==> src/rtl/lamp_dimmer.sv <==
// Multi-channel LED dimmer: shared PWM counter, blink and breathe-step dividers,
// and one lamp_dimmer_ch lane per channel holding its mode, level and breathe ramp.

module lamp_dimmer_ch #(
    parameter int PW = 8
) (
    input  logic          clk,
    input  logic          rst,
    input  logic          wr_en,
    input  logic [1:0]    wr_mode,
    input  logic [PW-1:0] wr_level,
    input  logic          step_tick,
    input  logic          blink_phase,
    input  logic          pwm_wrap,
    input  logic [PW-1:0] pwm_cnt,
    output logic          led
);
    localparam logic [1:0] MODE_OFF     = 2'd0;
    localparam logic [1:0] MODE_STATIC  = 2'd1;
    localparam logic [1:0] MODE_BLINK   = 2'd2;
    localparam logic [1:0] MODE_BREATHE = 2'd3;

    localparam logic [0:0] ST_UP   = 1'b0;
    localparam logic [0:0] ST_DOWN = 1'b1;

    logic [1:0]    mode;
    logic [PW-1:0] level;
    logic [PW-1:0] ramp;
    logic [0:0]    state;
    logic [PW-1:0] duty;
    logic [PW-1:0] target;

    always_comb begin
        target = '0;
        case (mode)
            MODE_STATIC:  target = level;
            MODE_BLINK:   target = blink_phase ? level : '0;
            MODE_BREATHE: target = ramp;
            default:      target = '0;
        endcase
    end

    always_ff @(posedge clk) begin
        if (rst) begin
            mode  <= MODE_OFF;
            level <= '0;
            ramp  <= '0;
            state <= ST_UP;
            duty  <= '0;
            led   <= 1'b0;
        end else begin
            led <= (pwm_cnt < duty);
            // Duty only changes at period start so a PWM period is never cut short.
            if (pwm_wrap)
                duty <= target;
            if (wr_en) begin
                mode  <= wr_mode;
                level <= wr_level;
                if (wr_mode == MODE_BREATHE) begin
                    ramp  <= '0;
                    state <= ST_UP;
                end
            end else if (mode == MODE_BREATHE && step_tick) begin
                if (state == ST_UP) begin
                    if (ramp < level) begin
                        ramp <= ramp + PW'(1);
                    end else begin
                        state <= ST_DOWN;
                        ramp  <= level;
                    end
                end else begin
                    if (ramp != '0)
                        ramp <= ramp - PW'(1);
                    else
                        state <= ST_UP;
                end
            end
        end
    end
endmodule

module lamp_dimmer #(
    parameter int c_freq     = 12000000,
    parameter int c_channels = 2,
    parameter int c_pwm_bits = 8,
    parameter int c_blink_hz = 1,
    parameter int c_step_hz  = 512,
    localparam int CW = (c_channels > 1) ? $clog2(c_channels) : 1
) (
    input  logic                  i_clk,
    input  logic                  i_rst,
    input  logic                  i_wr,
    input  logic [CW-1:0]         i_ch,
    input  logic [1:0]            i_mode,
    input  logic [c_pwm_bits-1:0] i_level,
    output logic [c_channels-1:0] o_led,
    output logic                  o_ack,
    output logic                  o_err
);
    localparam int PW        = c_pwm_bits;
    localparam int BLINK_DIV = c_freq / (2 * c_blink_hz);
    localparam int STEP_DIV  = c_freq / c_step_hz;
    localparam int BW        = (BLINK_DIV > 1) ? $clog2(BLINK_DIV) : 1;
    localparam int SW        = (STEP_DIV > 1) ? $clog2(STEP_DIV) : 1;

    localparam logic [BW-1:0] BLINK_LAST = BW'(BLINK_DIV - 1);
    localparam logic [SW-1:0] STEP_LAST  = SW'(STEP_DIV - 1);
    localparam logic [CW:0]   NUM_CH     = (CW + 1)'(c_channels);

    typedef struct packed {
        logic [1:0]    mode;
        logic [PW-1:0] level;
    } wr_req_t;

    wr_req_t             wr_req;
    logic                wr_ok;
    logic [c_channels-1:0] wr_hit;
    logic [PW-1:0]       pwm_cnt;
    logic [BW-1:0]       blink_cnt;
    logic [SW-1:0]       step_cnt;
    logic                blink_phase;
    logic                step_tick;
    logic                pwm_wrap;

    assign wr_req    = '{mode: i_mode, level: i_level};
    assign wr_ok     = i_wr && ({1'b0, i_ch} < NUM_CH);
    assign step_tick = (step_cnt == STEP_LAST);
    assign pwm_wrap  = &pwm_cnt;

    always_ff @(posedge i_clk) begin
        if (i_rst) begin
            pwm_cnt     <= '0;
            blink_cnt   <= '0;
            blink_phase <= 1'b0;
            step_cnt    <= '0;
            o_ack       <= 1'b0;
            o_err       <= 1'b0;
        end else begin
            pwm_cnt <= pwm_cnt + PW'(1);
            if (blink_cnt == BLINK_LAST) begin
                blink_cnt   <= '0;
                blink_phase <= ~blink_phase;
            end else begin
                blink_cnt <= blink_cnt + BW'(1);
            end
            step_cnt <= step_tick ? '0 : step_cnt + SW'(1);
            o_ack    <= wr_ok;
            o_err    <= i_wr && !wr_ok;
        end
    end

    for (genvar k = 0; k < c_channels; k++) begin : g_ch
        assign wr_hit[k] = wr_ok && (i_ch == CW'(k));

        lamp_dimmer_ch #(.PW(PW)) u_ch (
            .clk         (i_clk),
            .rst         (i_rst),
            .wr_en       (wr_hit[k]),
            .wr_mode     (wr_req.mode),
            .wr_level    (wr_req.level),
            .step_tick   (step_tick),
            .blink_phase (blink_phase),
            .pwm_wrap    (pwm_wrap),
            .pwm_cnt     (pwm_cnt),
            .led         (o_led[k])
        );
    end
endmodule

==> config.mk <==
export PLATFORM = sky130hd
export DESIGN_NAME = lamp_dimmer
export DESIGN_NICKNAME = d
export VERILOG_FILES = /design/src/rtl/lamp_dimmer.sv
export SDC_FILE = /design/constraint.sdc
export NUM_CORES = 1
export LEC_CHECK = 0
export CORE_ASPECT_RATIO = 1.5
export CORE_UTILIZATION = 30
export CTS_BUF_LIST = sky130_fd_sc_hd__clkbuf_8
export DETAILED_ROUTE_END_ITERATION = 10
export PLACE_DENSITY = 0.5
export SYNTH_ARGS = -nofsm -noshare
export SYNTH_HDL_FRONTEND = slang
export SYNTH_SLANG_ARGS = --single-unit
==> constraint.sdc <==
create_clock -name i_clk -period 2.5 [get_ports i_clk]
set_clock_uncertainty 0.05 [all_clocks]
set_input_delay 0.625 -clock i_clk [delete_from_list [all_inputs] [get_ports i_clk]]
set_output_delay 0.625 -clock i_clk [all_outputs]
set_load 0.03 [all_outputs]
After elaboration in Yosys (flattened, before gate mapping) --
Cells that the tools add are included.
Storage, ports and cells: flip-flop bits (word level) 104, bits in latches 0, memory bits (writable) 0, bits in read-only memories 0, bits of input ports 14, output and inout bits 4, logic and storage cells 84, memories 0
Cells by class: add/sub/neg operators 7, $mul 0, div/mod/pow operators 0, order comparisons 4, equality and inequality tests 13, shifts and indexed selects 0, mux-type cells 26, bitwise gates (word level) 2, reductions and logical operators 15
Operators by type and width (number):
- two-way mux 8 bit | 13
- one-hot mux 8 bit (3 select lines) | 2
- < comparator 8 bit | 4
- adder 8 x 1 -> 8 bit (second input constant) | 3
- adder 23 x 1 -> 23 bit (second input constant) | 1
- == test 23 bit (second input constant) | 1
- nonzero test 8 bit | 2
- subtractor 8 x 1 -> 8 bit (second input constant) | 2
- adder 15 x 1 -> 15 bit (second input constant) | 1
- == test 15 bit (second input constant) | 1
- two-way mux 1 bit | 11
- == test 2 bit (second input constant) | 5
- AND reduction 8 bit | 1
- != test 3 x 2 -> 1 bit (second input constant) | 2
- AND reduction 3 bit | 2
- == test 2 x 1 -> 1 bit (second input constant) | 2
- logical AND 1 bit | 4
- != test 2 bit (second input constant) | 2
- AND reduction 2 bit | 2
- nonzero test 2 bit | 2
- OR reduction 2 bit | 2
- inverter 1 bit | 2

Logic depth before layout (Yosys ltp) --
Gate-level depths: netlist (run 1).
depth in word-level cells 5, depth in mapped cells 9, gate-level depth less buffers 8

Cells and area by module --
A second synthesis (run 1) with hierarchy kept.
Unflattened totals: cells, all modules 729, area, all modules 6044.5 sq um
By module, submodules not included:
- lamp_dimmer_ch | times used 2, cells an instance 240, area an instance 1926.8 sq um, sequential area each 560.5 sq um
- lamp_dimmer | times used 1, cells an instance 249, area an instance 2190.9 sq um, sequential area each 960.9 sq um

Worst setup path before layout (run 1) --
No wires, ideal clock.
kind flip-flop to flip-flop, from reg g_ch[0].u_ch.level[6], to reg g_ch[0].u_ch.ramp[1], library setup time 0.121 ns, arrival time 1.871 ns, data required time 2.329 ns, slack 0.457 ns, cell stages (with the launch flop) 9, clock period less this slack 2.043 ns, cells stage by stage dfxtp_1 > inv_1 > ha_1 > and3_1 > nand2_1 > o31ai_1 > mux2_2 > o21ai_1 > o21ai_0
On the way: word-level cells in the longest chain between the ends 5
RTL lines:
- start, declared | RTL line 27 | logic [PW-1:0] level;
- start signal, assigned | RTL line 58 | level <= wr_level;
- < comparator 8 bit | RTL line 65 | if (ramp < level) begin
- two-way mux 8 bit | RTL line 65
- two-way mux 8 bit | RTL line 64 | if (state == ST_UP) begin
- two-way mux 8 bit | RTL line 63 | end else if (mode == MODE_BREATHE && step_tick) begin
- two-way mux 8 bit | RTL line 56 | if (wr_en) begin
- end signal, assigned | RTL line 66 | ramp <= ramp + PW'(1);
- end signal, assigned | RTL line 69 | ramp <= level;
- end signal, assigned | RTL line 73 | ramp <= ramp - PW'(1);
- end, declared | RTL line 28 | logic [PW-1:0] ramp;
Every way passes these cells. The select of a mux whose other input is x is not followed. A chain may end at the register's enable or synchronous reset.

Final worst setup path (run 1) --
from reg g_ch[1].u_ch.level[1], to reg g_ch[1].u_ch.ramp[1]
On the way: word-level cells in the longest chain between the ends 5
RTL lines (RTL line):
- start, declared | 27
- start signal, assigned | 58
- < comparator 8 bit | 65
- two-way mux 8 bit (*) | 65
- two-way mux 8 bit (*) | 64
- two-way mux 8 bit (*) | 63
- two-way mux 8 bit (*) | 56
- end signal, assigned | 66
- end signal, assigned | 69
- end signal, assigned | 73
- end, declared | 28
Mark *: on every way between the ends. The rest lies on a longest branch, timed or not. The select of a mux whose other input is x is not followed.

==> results of run 1 <==
## flip-flops by register name, indices dropped and copies added, names as in the netlist
signal and flops:
g_ch.u_ch.level 16, g_ch.u_ch.led 2, blink_cnt 23, step_cnt 15, o_ack 1, g_ch.u_ch.ramp 16, g_ch.u_ch.mode 4, g_ch.u_ch.duty 16
pwm_cnt 8, g_ch.u_ch.state 2, blink_phase 1
## Yosys cell counts (9+ instances only)
cell and count:
a211oi_1 19, a21o_1 9, a21oi_1 32, a22oi_1 15, and3_1 21, clkbuf_1 25
dfxtp_1 104, ha_1 38, inv_1 42, nand2_1 92, nand3_1 35, nor2_1 78
o21ai_0 28, xnor2_1 28, xor2_1 25
## final timing paths
path                                       endpoint  cells after the start  slack (ns)                          startpoint
hold / removal              blink_cnt[0]$_SDFF_PP0_                      1        0.43             blink_cnt[0]$_SDFF_PP0_
setup reg to reg  g_ch[1].u_ch.ramp[1]$_SDFFE_PP0P_                      7        0.30  g_ch[1].u_ch.level[1]$_SDFFE_PP0P_
setup / recovery  g_ch[1].u_ch.ramp[1]$_SDFFE_PP0P_                      7        0.30  g_ch[1].u_ch.level[1]$_SDFFE_PP0P_
hold reg to reg             blink_cnt[0]$_SDFF_PP0_                      1        0.43             blink_cnt[0]$_SDFF_PP0_
## power by group
part           internal (mW)  total [mW]  switching (mW)
logic                  0.138       0.318           0.180
registers               1.69        1.72          0.0334
clock network          0.478        1.12           0.646
total                   2.30        3.16           0.860
## stage by stage
stage / util / instances / area [µm²]
detailed placement: 0.338 / 995 / 6440
global placement: 0.338 / 995 / 6440
finish: 0.348 / 1010 / 6650
floorplan: - / 722 / 5850
global route: 0.348 / 1010 / 6650
CTS: 0.348 / 1010 / 6650
## worst register-to-register path: cells and delay by family, from the launching register on
family / cells / cell delay [ns]
adders and majority gates: 1 / 0.28
DFF: 1 / 0.41
buffers and inverters: 1 / 0.09
AOI/OAI and AO/OA: 3 / 0.79
and+or+nand+nor: 2 / 0.48
## metal layers
layer | track usage | share of wire | vias up
met5 | 0 | 0 | -
met4 | 0.0748 | 0.034 | 0
met3 | 0.0242 | 0.024 | 25
met2 | 0.260 | 0.49 | 61
met1 | 0.188 | 0.45 | 2276
li1 | - | - | 2570
## cell families (layout without fill, tap and decap cells)
| kind of cell | after synthesis | count (layout) | synth area share |
|---|---|---|---|
| AOI/OAI and AO/OA | 147 | 147 | 0.171 |
| xor gates and xnor gates | 53 | 53 | 0.0794 |
| adders and majority gates | 38 | 38 | 0.0813 |
| buffers and inverters | 81 | 113 | 0.0576 |
| DFF | 104 | 104 | 0.356 |
| muxes | 4 | 4 | 0.00749 |
| other | 1 | 1 | 0.000642 |
| and+or+nand+nor | 294 | 294 | 0.246 |
## final cells by class
| cell class | instances | area [µm²] | area share |
|---|---|---|---|
| multi-input cells | 537 | 3430 | 0.516 |
| flip-flops and latches | 104 | 2080 | 0.313 |
| repair buffers | 56 | 455 | 0.0685 |
| well taps | 256 | 320 | 0.0482 |
| inverters | 42 | 158 | 0.0237 |
| clock buffers | 9 | 124 | 0.0186 |
| clock inverters | 6 | 78.8 | 0.0119 |
==> summary.md, run 1 <==
| Metric | Value |
|---|---|
| Status | finished clean |
| Height of the die | 173 µm |
| Critical path type | reg -> reg |
| CP cell instances | inv_1 > ha_1 > a2111o_1 > and3b_1 > nor2_1 > o211ai_1 > a32o_1 |
| Dominant cells by area after synthesis | dfxtp_1, ha_1, nand2_1 |
| Resize count post-CTS | 0 |
| Setup-failing EPs final | 0 |
| Layout area overhead | 13.7% |
| Leak | 2.45 nW |
| Post-DR wirelength/cell | 14.1 µm |
| Fraction of layout cells with a size suffix above 1 | 0.0942 |
| Clk buf depth | 2 |
| Max-Cap Viols | 0 |
| GPL Wtd Cong | 0.856 |
| Top FF cell, synth | dfxtp_1 |
| Fmax | 455 MHz |
| Clk sinks | 104 |
| Pre-Repair DR Iteration Count | 6 |
| Clk slew on worst S/H paths | 0.11 ns |
| Crit Path Max Fanout | 6 |
| Critical Path End Type | register |
| Yosys warning total | 0 |
| Synth area leader | dfxtp_1 |
| Total CTS buffers | 9 |
| Syn nets | 774 |
| Post-DP HPWL | 10800 µm |
| Vias in the first global route | 4985 |
| Post-route DRC | 0 |
| Clk_lat worst skew | 0.39 ns |
| Routed WL | 14300 µm |
| Root Buffer Master | clkbuf_8 |
| CTS tree | yes |
| Crit path time final | 2.20 ns |
| Power Density | 476 mW/mm² |
| DRT iter0 DRCs | 196 |
| Std cell rows | 62 |
| Diode count | 0 |
| Slowest CP cell | dfxtp_1 |
| Most frequent cells in the layout | dfxtp_1, nand2_1, nor2_1 |
| Total power | 3.16 mW |
| Async S/R FF share, synth | 0 |
| Vias per cell | 4.88 |
| Die Area | 0.0201 mm² |
| Peak supply drop | 0.000213 V |
| Startpoint types | register |
| Hold Vio Cnt, Final | 0 |
| Num ports | 18 |
| Synth top area share | 0.356 |
| Kind of cell adding the most delay to the critical path | compound AO/OA/AOI/OAI gates |
| Worst min-delay path class | reg -> reg |
| I/O Buffers | 16 |
| Unrepaired setup endpoints after global routing | false |
| Htree depth | 3 |
| Fillers | 2095 |
| Bufs and invs on worst path | 1 |
| Commonest non-fill, non-tap cell in the layout | dfxtp_1 |
| Setup TNS | 0 ns |
| Final net count | 802 |
| Starting density of the core | 0.306 |
| Headroom to the max-slew limit | 0.646 |
| Synth cell types | 65 |
| Worst EP required | 2.74 ns |
| Core area | 0.0191 mm² |
| Number of antenna violations at the first check in global routing | 0 |
| Worst-Margin Slew | 0.528 ns |
| Setup WS post-layout | 0.303 ns |
| Grt ovf | 0 |
| Mapped Area | 0.00585 mm² |
| Register area share after synthesis | 0.356 |
| First-pass GRT wire length | 24500 µm |
| DRT antenna net count | 0 |
| DIE WIDTH | 116 µm |
| WHS | 0.428 ns |
| Slew Limit Fails | 0 |
| Mapped Cells | 722 |
| Hold-fix buffers, CTS | 0 |
| GRT Overall Usage | 0.154 |
| Largest net degree at the start of global routing | 33 |
| Yosys reg bits | 104 |
| Critical path arrival | 2.44 ns |
| Final worst path period share | 0.879 |
| Pre-CTS setup slack | 0.0366 ns |
| Avg Cell Area, Syn | 8.10 µm² |
| Worst path max stage delay | 0.41 ns |
| Vias | 4932 |
| Postcts setup bufs | 0 |
| Post-synth EDFFs | 0 |
Note: power is estimated with default switching activity, not from simulation.
==> run 2: changes to the inputs <==
Settings changed: CTS_CLUSTER_SIZE from default to 25, DONT_BUFFER_PORTS from default to 1, PLACE_DENSITY 0.5 to 0.49.
==> run 2 against run 1 <==
Register-to-register slack lost 0.07 ns. Combinational power shrank 27%. Final area down 4.3%. Sequential cell count unchanged. Clock power about the same. Maximum frequency decreased by 3.2%. Setup slack lost 0.072 ns. Wire length is 0.23% lower. Highest routed layer unchanged.
==> summary.md, run 2 (synthesis results as in run 1) <==
| Metric | Value |
|---|---|
| Unrepaired setup endpoints after global routing | false |
| Vias in the first global route | 4960 (-0.50%) |
| Layout area overhead | 8.84% |
| Startpoint types | register |
| Routed WL | 14300 µm (-0.23%) |
| Starting density of the core | 0.306 (unchanged) |
| Height of the die | 173 µm (unchanged) |
| Num ports | 18 (unchanged) |
| Clk buf depth | 2 (unchanged) |
| Final worst path period share | 0.908 (+0.0288) |
| I/O Buffers | 0 (-16) |
| Final net count | 768 (-4.2%) |
| Critical path type | reg -> reg |
| Leak | 2.29 nW (-6.4%) |
| Post-DP HPWL | 10900 µm (+1.1%) |
| Largest Register | blink_cnt |
| Pre-Repair DR Iteration Count | 4 (-2) |
| Core area | 0.0191 mm² (unchanged) |
| Clk slew on worst S/H paths | 0.11 ns (about the same) |
| DRT antenna net count | 0 (unchanged) |
| Post-route DRC | 0 (unchanged) |
| Cell area after layout | 0.00636 mm² (-4.3%) |
| Setup TNS | 0 ns (unchanged) |
| Critical path arrival | 2.53 ns (+0.09 ns) |
| Power Density | 482 mW/mm² (+1.4%) |
| Placed inst area | 0.00615 mm² (-4.5%) |
| Hold Path Depth | 1 (unchanged) |
| Register-to-Register Path Depth | 8 (+1) |
| Fmax | 441 MHz (-3.2%) |
| Most frequent cells in the layout | dfxtp_1, nand2_1, nor2_1 |
| Critical Path End Type | register |
| Clk_lat worst skew | 0.37 ns (-0.02 ns) |
| Setup-failing EPs final | 0 (unchanged) |
| Postcts setup bufs | 0 (unchanged) |
| Htree depth | 3 (unchanged) |
| Peak supply drop | 0.000350 V (+64%) |
| CTS tree | yes |
| GPL Wtd Cong | 0.866 (+1.2%) |
| Largest register FFs | 23 (unchanged) |
| Total CTS buffers | 9 (unchanged) |
| First-pass GRT wire length | 24400 µm (-0.25%) |
| Setup WS post-layout | 0.231 ns (-0.0721 ns) |
| Clk sinks | 104 (unchanged) |
| Worst R2R Start | step_cnt[0]$_SDFF_PP0_ |
| Vias per cell | 5.09 (+4.2%) |
| Crit Path Max Fanout | 7 (+1) |
| Die Area | 0.0201 mm² (unchanged) |
| Max-Cap Viols | 0 (unchanged) |
| Grt ovf | 0 (unchanged) |
| FF-to-FF setup slack | 0.23 ns (-0.07 ns) |
| Slew Limit Fails | 0 (unchanged) |
| GRT Overall Usage | 0.153 (-0.00108) |
| DRT iter0 DRCs | 124 (-37%) |
| Status | finished clean |
| Diode count | 0 (unchanged) |
| Reg2reg end | g_ch[1].u_ch.ramp[2]$_SDFFE_PP0P_ |
| Root Buffer Master | clkbuf_8 |
| Commonest non-fill, non-tap cell in the layout | dfxtp_1 |
| Worst min-delay path class | in -> reg |
| Largest net degree at the start of global routing | 62 (+88%) |
| Pre-CTS setup slack | 0.229 ns (+0.193 ns) |
| Hold Vio Cnt, Final | 0 (unchanged) |
| Worst-Margin Slew | 0.581 ns (+0.0531 ns) |
| Crit path time final | 2.27 ns (+0.0721 ns) |
| Number of antenna violations at the first check in global routing | 0 (unchanged) |
| Hold Path End | g_ch[0].u_ch.duty[7]$_SDFFE_PP0P_ |
| Fraction of layout cells with a size suffix above 1 | 0.0735 (-0.0207) |
| Worst EP required | 2.76 ns (+0.02 ns) |
| DIE WIDTH | 116 µm (unchanged) |
| Headroom to the max-slew limit | 0.608 (-0.0380) |
| Std cell rows | 62 (unchanged) |
| Worst min-delay path startpoint | i_rst |
| Vias | 4973 (+0.83%) |
| Post-DR wirelength/cell | 14.6 µm (+3.1%) |
==> run 2: critical path, cell delays in order (launching register included) <==
cell and delay, ns:
dfxtp_1 0.43, inv_1 0.07, ha_1 0.19, and4b_1 0.20, and4_1 0.23, and3_1 0.24
a311oi_4 0.51, a41oi_1 0.10, o22ai_1 0.17
==> run 2: layout make-up <==
class / instances / area, µm²
fillers: 2125 / 12700
multi-input cells: 537 / 3430
flip-flops and latches: 104 / 2080
well taps: 256 / 320
repair buffers: 22 / 165
inverters: 42 / 158
clock buffers: 10 / 138
clock inverters: 6 / 67.6
==> run 2: power breakdown <==
part           switching [mW]  leakage [nW]  internal, mW  total, mW
registers              0.0452         0.842          1.69       1.73
clock network           0.611        0.0978         0.494       1.11
logic                   0.135          1.35        0.0963      0.231
==> run 2: what timing repair did <==
action | in CTS | in global routing
hold buffers | 0 | 0
endpoints found under the setup margin | 0 | 4
resized for setup | 0 | 1
==> run 2: worst max path at each step <==
| stage | start | endpoint | slack [ns] | cells after the start |
|---|---|---|---|---|
| 2_1_floorplan | g_ch[0].u_ch.level[6]$_SDFFE_PP0P_ | g_ch[0].u_ch.ramp[1]$_SDFFE_PP0P_ | 0.46 | 8 |
| 5_1_grt | g_ch[0].u_ch.level[1]$_SDFFE_PP0P_ | g_ch[0].u_ch.ramp[2]$_SDFFE_PP0P_ | 0.05 | 7 |
| 6_report | step_cnt[0]$_SDFF_PP0_ | g_ch[1].u_ch.ramp[2]$_SDFFE_PP0P_ | 0.23 | 8 |
| 3_3_place_gp | g_ch[0].u_ch.level[6]$_SDFFE_PP0P_ | g_ch[0].u_ch.ramp[1]$_SDFFE_PP0P_ | 0.25 | 8 |
| 3_5_place_dp | g_ch[0].u_ch.level[6]$_SDFFE_PP0P_ | g_ch[0].u_ch.ramp[1]$_SDFFE_PP0P_ | 0.23 | 8 |
| 4_1_cts | step_cnt[0]$_SDFF_PP0_ | g_ch[1].u_ch.ramp[2]$_SDFFE_PP0P_ | 0.21 | 8 |
==> run 2: metrics by stage <==
stage,cells,util,hold WS [ns],power (mW)
floorplan,722,-,0.380,1.96
global placement,961,0.322,0.398,2.00
detailed placement,961,0.322,0.408,2.00
CTS,977,0.333,0.255,3.11
global route,977,0.333,0.252,3.21
finish,977,0.333,0.284,3.07
==> run 2: metal layers <==
layer	part of all wire	wire, µm	GRT usage	vias up
met5	0	0	0	-
li1	-	-	-	2504
met4	0.030	429	0.0598	0
met1	0.41	5880	0.177	2340
met3	0.033	473	0.0252	34
met2	0.52	7470	0.276	95
